### config.mk
export PLATFORM = sky130hd
export DESIGN_NAME = single_rocket_mover
export DESIGN_NICKNAME = d
export VERILOG_FILES = /design/src/rtl/rockets_pkg.sv /design/src/rtl/single_rocket_mover.sv
export SDC_FILE = /design/constraint.sdc
export NUM_CORES = 1
export LEC_CHECK = 0
export CORE_UTILIZATION = 35
export DETAILED_ROUTE_END_ITERATION = 8
export DONT_BUFFER_PORTS = 1
export GPL_TIMING_DRIVEN = 0
export SYNTH_ARGS = -nofsm -noshare
export SYNTH_HDL_FRONTEND = slang
export SYNTH_SLANG_ARGS = --single-unit
### constraint.sdc
create_clock -name clk -period 3.4 [get_ports clk]
set_clock_uncertainty 0.05 [all_clocks]
set_input_delay 0.68 -clock clk [delete_from_list [all_inputs] [get_ports clk]]
set_output_delay 0.68 -clock clk [all_outputs]
set_load 0.01 [all_outputs]
### src/rtl/rockets_pkg.sv
// Shared constants and state encoding for the rocket motion engines.
// Fixed-point Y uses FP_SHIFT fractional bits (1/64 pixel).
package rockets_pkg;

  localparam int FP_SHIFT         = 6;
  localparam int SCREEN_TOP_PX    = 0;
  localparam int SCREEN_BOTTOM_PX = 479;
  localparam int ROCKET_HEIGHT_PX = 16;

  typedef enum logic {
    IDLE   = 1'b0,
    FLYING = 1'b1
  } rocket_state_t;

endpackage

### src/rtl/single_rocket_mover.sv
// Per-rocket vertical motion engine: launches on a rising isActive edge, integrates
// speed once per frame in 1/64-pixel fixed point and pulses reachedBorder on exit.
module single_rocket_mover
  import rockets_pkg::*;
#(
  parameter int ROCKET_HEIGHT = ROCKET_HEIGHT_PX,
  parameter int SCREEN_TOP    = SCREEN_TOP_PX,
  parameter int SCREEN_BOTTOM = SCREEN_BOTTOM_PX
) (
  input  logic               clk,
  input  logic               reset,
  input  logic               startOfFrame,
  input  logic               isActive,
  input  logic signed [8:0]  initialSpeed,
  input  logic signed [10:0] initialX,
  input  logic signed [10:0] initialY,
  output logic signed [10:0] topLeftX,
  output logic signed [10:0] topLeftY,
  output logic               visible,
  output logic               reachedBorder
);

  rocket_state_t      state_q;
  logic signed [16:0] yfp_q;
  logic signed [10:0] xpix_q;
  logic signed [8:0]  speed_q;
  logic               is_active_d_q;
  logic               reached_border_q;

  logic               launch;
  logic signed [16:0] next_fp;
  logic signed [10:0] next_y;
  logic               exit_border;

  always_comb begin
    launch      = isActive & ~is_active_d_q;
    next_fp     = yfp_q + {{8{speed_q[8]}}, speed_q};
    // Slicing off the fraction of a two's-complement value is a floor, not a truncation toward zero.
    next_y      = next_fp[16:FP_SHIFT];
    exit_border = (int'(next_y) < SCREEN_TOP) ||
                  (int'(next_y) + ROCKET_HEIGHT - 1 > SCREEN_BOTTOM);
  end

  // NOTE: all state updates use non-blocking assignments so every register sees pre-edge values.
  always_ff @(posedge clk) begin
    if (reset) begin
      state_q          <= IDLE;
      yfp_q            <= '0;
      xpix_q           <= '0;
      speed_q          <= '0;
      is_active_d_q    <= 1'b0;
      reached_border_q <= 1'b0;
    end else begin
      is_active_d_q    <= isActive;
      reached_border_q <= 1'b0;
      unique case (state_q)
        IDLE: begin
          if (launch) begin
            xpix_q  <= initialX;
            yfp_q   <= {initialY, {FP_SHIFT{1'b0}}};
            speed_q <= initialSpeed;
            state_q <= FLYING;
          end
        end
        FLYING: begin
          // An abort outranks a frame tick arriving in the same cycle.
          if (!isActive) begin
            state_q <= IDLE;
          end else if (startOfFrame) begin
            if (exit_border) begin
              reached_border_q <= 1'b1;
              state_q          <= IDLE;
            end else begin
              yfp_q <= next_fp;
            end
          end
        end
        default: state_q <= IDLE;
      endcase
    end
  end

  assign topLeftX      = xpix_q;
  assign topLeftY      = yfp_q[16:FP_SHIFT];
  assign visible       = (state_q == FLYING);
  assign reachedBorder = reached_border_q;

endmodule

==> results of run 1 <==
[layer usage]
layer  routed length [um]  vias to the layer above  track usage [%]
li1                     -                     1370                -
met1                 3510                     1279             23.5
met2                 3750                       87             30.0
met3                  581                       15             3.41
met4                  169                        0             6.54
met5                    0                        -                0
[cell usage in the layout, fill, tap and decap left out, types with 2 or more instances in the layout]
cell type  netlist  layout
nor2_1          16      16
or2_2            3       2
nor2b_1          4       3
and3_1           6       6
and2_1           3       3
o21ai_1          2       5
xnor2_2          0       2
nand3_1         10      10
inv_2            0       3
a21o_1           2       2
inv_1           12       9
o211ai_1         7       7
clkbuf_8         0       5
a2111oi_4        1       2
nor3_1           8       4
o21ai_0         21      17
buf_2            5       3
o21ai_2          2       3
nor3_2           3       6
o31ai_2          0       2
ha_2             0       3
nand2_1         55      55
and4_4           2       2
clkbuf_1         9       9
mux2i_1          6       5
dfxtp_2          0       3
a21oi_4          1       2
a21oi_2          3       6
ha_1            18      13
dfxtp_1         40      36
a21oi_1         40      36
nand2b_1         6       5
xnor2_1          7       5
o21a_1           5       5
buf_6            2       3
buf_4           11      28
ha_4             0       2
a211oi_2         3       6
a211oi_1         8       5
[worst reg2reg max path, cell delays in order (launching register included)]
cell and delay, ns:
dfxtp_2 0.36, ha_4 0.14, inv_2 0.03, fa_2 0.33, nand2b_4 0.17, a21oi_4 0.22, nor2b_2 0.08, xnor2_2 0.21
inv_2 0.08, ha_1 0.27, or2_4 0.24, o41ai_2 0.27, and3b_2 0.28, a21boi_4 0.09, buf_4 0.17, o21ai_0 0.14
o21ai_0 0.10
[sequential cells by signal, indices dropped and copies added, names as in the netlist]
name,flops
yfp_q,17
reachedBorder,1
is_active_d_q,1
topLeftX,11
speed_q,9
visible,1
[repair_timing]
action / CTS / global route
buffers inserted: 6 / 10
gates resized for setup: 13 / 41
cloned: 1 / 0
endpoints found under the setup margin: 19 / 19
pin swaps: 4 / 17
[final timing paths]
path / slack, ns / depth (start not counted) / end / start
setup / recovery: 0.05 / 16 / yfp_q[11] / speed_q[0]
hold / removal: 0.42 / 2 / yfp_q[2] / yfp_q[2]
setup reg to reg: 0.05 / 16 / yfp_q[11] / speed_q[0]
hold reg to reg: 0.42 / 2 / yfp_q[2] / yfp_q[2]
[final cells by class]
class	count	area, sq um	area share [%]
multi-input combinational	284	2130	60.4
sequential	40	808	22.9
buffer	27	169	4.78
timing repair buffer	17	131	3.72
tap	102	128	3.61
clock buffer	5	68.8	1.95
inverter	13	48.8	1.38
clock inverter	3	46.3	1.31
[cells in the mapped netlist, types with 2 or more instances]
library cell,number
nand2_1,55
a21oi_1,40
dfxtp_1,40
o21ai_0,21
ha_1,18
nor2_1,16
inv_1,12
buf_4,11
nand3_1,10
clkbuf_1,9
a211oi_1,8
nor3_1,8
o211ai_1,7
xnor2_1,7
and3_1,6
mux2i_1,6
nand2b_1,6
buf_2,5
o21a_1,5
nor2b_1,4
a211oi_2,3
a21oi_2,3
and2_1,3
nor3_2,3
o31ai_1,3
or2_2,3
a21boi_0,2
a21o_1,2
a22oi_1,2
and3b_1,2
and4_4,2
buf_6,2
nor3b_1,2
o21ai_1,2
o21ai_2,2
xor2_1,2
[cell families (layout without fill, tap and decap cells)]
group	Yosys count	count (layout)	share of synthesized area, %
AND/OR/NAND/NOR	128	128	22.2
AO/OA/AOI/OAI	122	122	30.1
flip-flops	40	40	27.4
buffers and inverters	40	65	7.26
adder cells (fa/ha/maj)	19	19	8.38
XOR/XNOR	9	9	2.69
multiplexers	6	6	2.05
[power groups by stage]
| stage | Sequential (W) | Combinational [W] | Clock (W) |
|---|---|---|---|
| final | 0.000531 | 0.000421 | 0.000404 |
| after global placement | 0.000540 | 0.000335 | 0 |
| after global routing | 0.000535 | 0.000462 | 0.000426 |
| after detailed placement | 0.000540 | 0.000341 | 0 |
| after floorplan | 0.000528 | 0.000280 | 0 |
| after CTS | 0.000529 | 0.000360 | 0.000413 |
[per-stage QoR]
step | worst slack, ns | hold slack (ns) | area [sq um]
finish | 0.0491 | 0.423 | 3530
global placement | -0.494 | 0.403 | 3070
CTS | 0.00983 | 0.421 | 3290
global route | -0.146 | 0.425 | 3530
floorplan | 0.00829 | 0.390 | 2950
detailed placement | -0.492 | 0.409 | 3070
==> qor.yml, run 1 <==
status: "complete, no violations"
required_ns: 3.54
tritoncts: "built"
setup_viol: 0
drtIter0Drc: 132
cts_buffers: 5
fp.dieW_um: 93.5
cp.arrival_ns: 3.49
finalPower_w: 0.00136
path_buf_inv: 3
p_clk_share_pct: 29.8
seqPwrFrac_pct: 39.2
syn-num-nets: 418
first_pass_iters: 4
p_comb_share_pct: 31.0
grt_max_degree: 15
hold_viol: 0
yosysWarnings: 0
clockBufferDepth: 2
drt-vias-per-instance: 5.60
ant_nets: 0
p_sw_share_pct: 33.7
top_level_ports: 59
p_int_w: 0.000900
leakage_nw: 1.35
drt-wirelength-per-cell_um: 16.3
synth_area_per_cell_sq_um: 8.04
finish.net_count: 442
fin_util_pct: 44.6
power_switching_w: 0.000457
tightest_slew_ns: 0.737
synth_area_sq_um: 2930
netlist.top_cell.by_area: "dfxtp_1"
clock_sink_count: 40
ir_drop_mv: 0.259
grt_overflow: 0
ys_seq_elements: 40
synthArstFlopShare_pct: 0
initial_utilization_pct: 36.9
syn_to_final_growth_pct: 20.7
clock_latency_ns: 0.30
place.gp.congestion: 0.826
fillers: 809
fp.dieH_um: 93.5
critical_path.top_delay_family: "compound AO/OA/AOI/OAI gates"
htree_levels: 2
drv_cap: 0
grt_pass1_vias: 2573
cp-end-kind: "flip-flop"
dp_hpwl_mm: 5.82
ys_types: 68
stdcell_count: 491
die-area_sq_um: 8730
setup-tns-final_ns: 0
crit_fanout: 5
critPathMaxStageDelay_ns: 0.36
fin_crit_ns: 3.35
core_sq_um: 7930
synth-seq-area-share_pct: 27.4
antenna_found_initial: 0
dp_cells: 466
period_share_pct: 98.6
path_class: "flip-flop to flip-flop"
timing.fmax_ghz: 0.298
grt_pass1_wl_mm: 12.5
synthTopCellsByArea: "dfxtp_1, ha_1, nand2_1"
synth_top_area_share_pct: 27.4
cts-root-buf: "clkbuf_8"
crit_slowest_cell: "dfxtp_2"
diodes: 0
hold_path_class: "flip-flop to flip-flop"
critPathLaunchType: "flip-flop"
routed_wl_mm: 8.00
post-route-drc-count: 0
synth_edf_count: 0
rows: 32
vias: 2751
syn_inst: 364
path_cells: "ha_4, inv_2, fa_2, nand2b_4, a21oi_4, nor2b_2, xnor2_2, inv_2, ha_1, or2_4, o41ai_2, and3b_2, a21boi_4, buf_4, o21ai_0, o21ai_0"
power_density_nw_per_um2: 384
slew_violations: 0
synth_flop_cell: "dfxtp_1"
clk_pin_slew_worst_paths_ns: 0.09
grtUsageTotal_pct: 18.2
final_layout_size_suffix_gt1_share_pct: 27.8
rsz0062_at_grt: "yes"
slew_headroom_pct: 50.8
holdBufCountCts: 0
port_buffers: 0
(Power assumes the default switching activity.)
==> run 2: changes to the inputs <==
--- a/config.mk
+++ b/config.mk
@@ -5,10 +5,11 @@
 export SDC_FILE = /design/constraint.sdc
 export NUM_CORES = 1
 export LEC_CHECK = 0
+export CORE_MARGIN = 4
 export CORE_UTILIZATION = 35
 export DETAILED_ROUTE_END_ITERATION = 8
 export DONT_BUFFER_PORTS = 1
-export GPL_TIMING_DRIVEN = 0
+export SLEW_MARGIN = 25
 export SYNTH_ARGS = -nofsm -noshare
 export SYNTH_HDL_FRONTEND = slang
 export SYNTH_SLANG_ARGS = --single-unit
==> run 2 against run 1 <==
Against the previous run: fmax rose by 1.9%; combinational power rose by 2%; cell count fell by 0.41%; first-iteration DRC count rose by 13%; worst hold slack got worse by 0.033 ns; non-clock buffer count fell by 5; die area rose by 13%; power rose by 0.30%; clock power barely moved; critical path type unchanged; critical endpoint is now yfp_q[2]; largest cell class unchanged.
==> qor.yml, run 2 (synthesized netlist as in run 1, its figures left out) <==
status: "complete, no violations"
path_cells: "ha_4, inv_1, fa_2, nand2b_4, a21oi_4, buf_6, a311o_1, o211ai_1, or3_1, o21ai_1, and3b_2, a21boi_4, buf_6, clkbuf_16, nand4_1, o21ai_1"
fin_crit_ns: 3.29  # -0.0638 ns
met2_length_mm: 3.69  # -1.6%
grt_pass1_vias: 2657  # +3.3%
hold_viol: 0  # unchanged
cts_buffers: 5  # unchanged
regMostFlops: "yfp_q"
critPathLaunchType: "flip-flop"
slew_headroom_pct: 44.2  # -6.6 points
diodes: 0  # unchanged
cp-end-kind: "flip-flop"
cts-root-buf: "clkbuf_8"
drtIter0Drc: 149  # +13%
largest_reg_flops: 17  # unchanged
clock_sink_count: 40  # unchanged
drt-wirelength-per-cell_um: 16.6  # +2.1%
fin_area_sq_um: 3550  # +0.39%
drv_cap: 0  # unchanged
post-route-drc-count: 0  # unchanged
crit_fanout: 8  # +3
die-area_sq_um: 9890  # +13%
required_ns: 3.58  # +0.04 ns
postPlaceCellArea_sq_um: 3170  # +3.0%
syn_to_final_growth_pct: 21.2
regArea_sq_um: 808  # unchanged
grt_overflow: 0  # unchanged
clock_latency_ns: 0.29  # about the same
wl_met1_mm: 3.79  # +7.9%
finish.net_count: 437  # -1.1%
multi_input_area_sq_um: 2110  # -1.3%
grtUsageTotal_pct: 15.8  # -2.4 points
initial_utilization_pct: 35.8  # -1.1 points
dp_hpwl_mm: 6.06  # +4.0%
top_level_ports: 59  # unchanged
fp.dieW_um: 99.5  # +6.4%
final_common_cell: "nand2_1"
port_buffers: 0  # unchanged
final_layout_size_suffix_gt1_share_pct: 27.1  # -0.68 points
ir_drop_mv: 0.230  # -11%
power_density_nw_per_um2: 383  # about the same
holdBufCountCts: 0  # unchanged
critPathMaxStageDelay_ns: 0.42  # +0.06 ns
place.gp.congestion: 0.854  # +3.4%
clockBufferDepth: 2  # unchanged
r2r_setup_slack_ns: 0.11  # +0.06 ns
period_share_pct: 96.7  # -1.9 points
setup-tns-final_ns: 0  # unchanged
ant_nets: 0  # unchanged
tightest_slew_ns: 0.837  # +0.0997 ns
rows: 33  # +3.1%
crit_slowest_cell: "or3_1"
htree_levels: 2  # unchanged
antenna_found_initial: 0  # unchanged
path_class: "flip-flop to flip-flop"
layout.cells.most_common_list: "nand2_1, a21oi_1, dfxtp_1"
setup_viol: 0  # unchanged
vias: 2752  # +0.036%
cp.arrival_ns: 3.47  # -0.02 ns
drt-vias-per-instance: 5.63  # +0.45%
hold_path_class: "primary input to flip-flop"
tritoncts: "built"
core_sq_um: 8180  # +3.1%
clk_pin_slew_worst_paths_ns: 0.09  # about the same
slew_violations: 0  # unchanged
grt_max_degree: 40  # +25
first_pass_iters: 4  # unchanged
routed_wl_mm: 8.14  # +1.7%
timing.fmax_ghz: 0.304  # +1.9%
topRoutingLayerUsed: "met4"
wl_met3_um: 537  # -7.6%
grt_pass1_wl_mm: 12.8  # +1.9%
fillers: 819  # +1.2%
leakage_nw: 1.34  # -0.92%
fp.dieH_um: 99.5  # +6.4%
run 2: changes by cell type in the layout (fill, tap and decap cells not counted), moves of 5 or more:
| cell | delta |
|---|---|
| buf_4 | +5 |
| clkbuf_1 | -9 |
| ha_1 | -6 |
| ha_4 | +5 |
| o21ai_0 | -5 |
| o21ai_1 | +6 |
run 2: timing repair:
action / 4_1_cts / 5_1_grt
setup endpoints to repair: 8 / 18
hold endpoints to repair: 0 / 0
gates resized for setup: 4 / 44
pin swaps: 1 / 22
gates cloned: 0 / 1
setup buffers: 0 / 6
run 2: stage by stage:
step | total power [W] | util (%) | cells | hold WS (ns) | worst slack [ns]
4_1_cts | 0.00131 | 40.3 | 482 | 0.378 | -0.0103
3_5_place_dp | 0.000900 | 38.7 | 474 | 0.405 | -0.0688
2_1_floorplan | 0.000808 | - | 364 | 0.390 | 0.00829
3_3_place_gp | 0.000897 | 38.7 | 474 | 0.396 | -0.00819
5_1_grt | 0.00143 | 43.4 | 489 | 0.373 | -0.0441
6_report | 0.00136 | 43.4 | 489 | 0.390 | 0.113
run 2: metal layers:
| layer | track usage, % | vias up |
|---|---|---|
| li1 | - | 1359 |
| met1 | 21.6 | 1300 |
| met2 | 25.2 | 84 |
| met3 | 3.65 | 9 |
| met4 | 4.10 | 0 |
| met5 | 0 | - |
run 2: power by group:
| group | switching, W | internal (W) | total [W] |
|---|---|---|---|
| Clock | 0.000185 | 0.000221 | 0.000406 |
| Sequential | 0.0000288 | 0.000496 | 0.000525 |
| Combinational | 0.000236 | 0.000193 | 0.000429 |
| Total | 0.000449 | 0.000911 | 0.00136 |
run 2: worst paths after layout:
check	from	end	cells past startpoint
worst min register to register	speed_q[6]	speed_q[6]	2
worst max register to register	yfp_q[0]	yfp_q[2]	16
worst max-delay path	yfp_q[0]	yfp_q[2]	16
worst min-delay path	reset	speed_q[0]	1
run 2: layout make-up:
class / count / area share (%)
Clock buffer: 5 / 1.94
Clock inverter: 3 / 1.31
Inverter: 13 / 1.38
Multi-Input combinational cell: 284 / 59.4
Sequential cell: 40 / 22.8
Tap cell: 105 / 3.70
Timing Repair Buffer: 39 / 9.52
run 2: worst max-delay path, delay by kind of cell, from the launching register on:
| family | cells | cell delay [ns] |
|---|---|---|
| compound gates | 6 | 0.97 |
| buf+inv | 4 | 0.45 |
| simple gates | 4 | 0.92 |
| fa+ha+maj | 2 | 0.46 |
| flops | 1 | 0.36 |
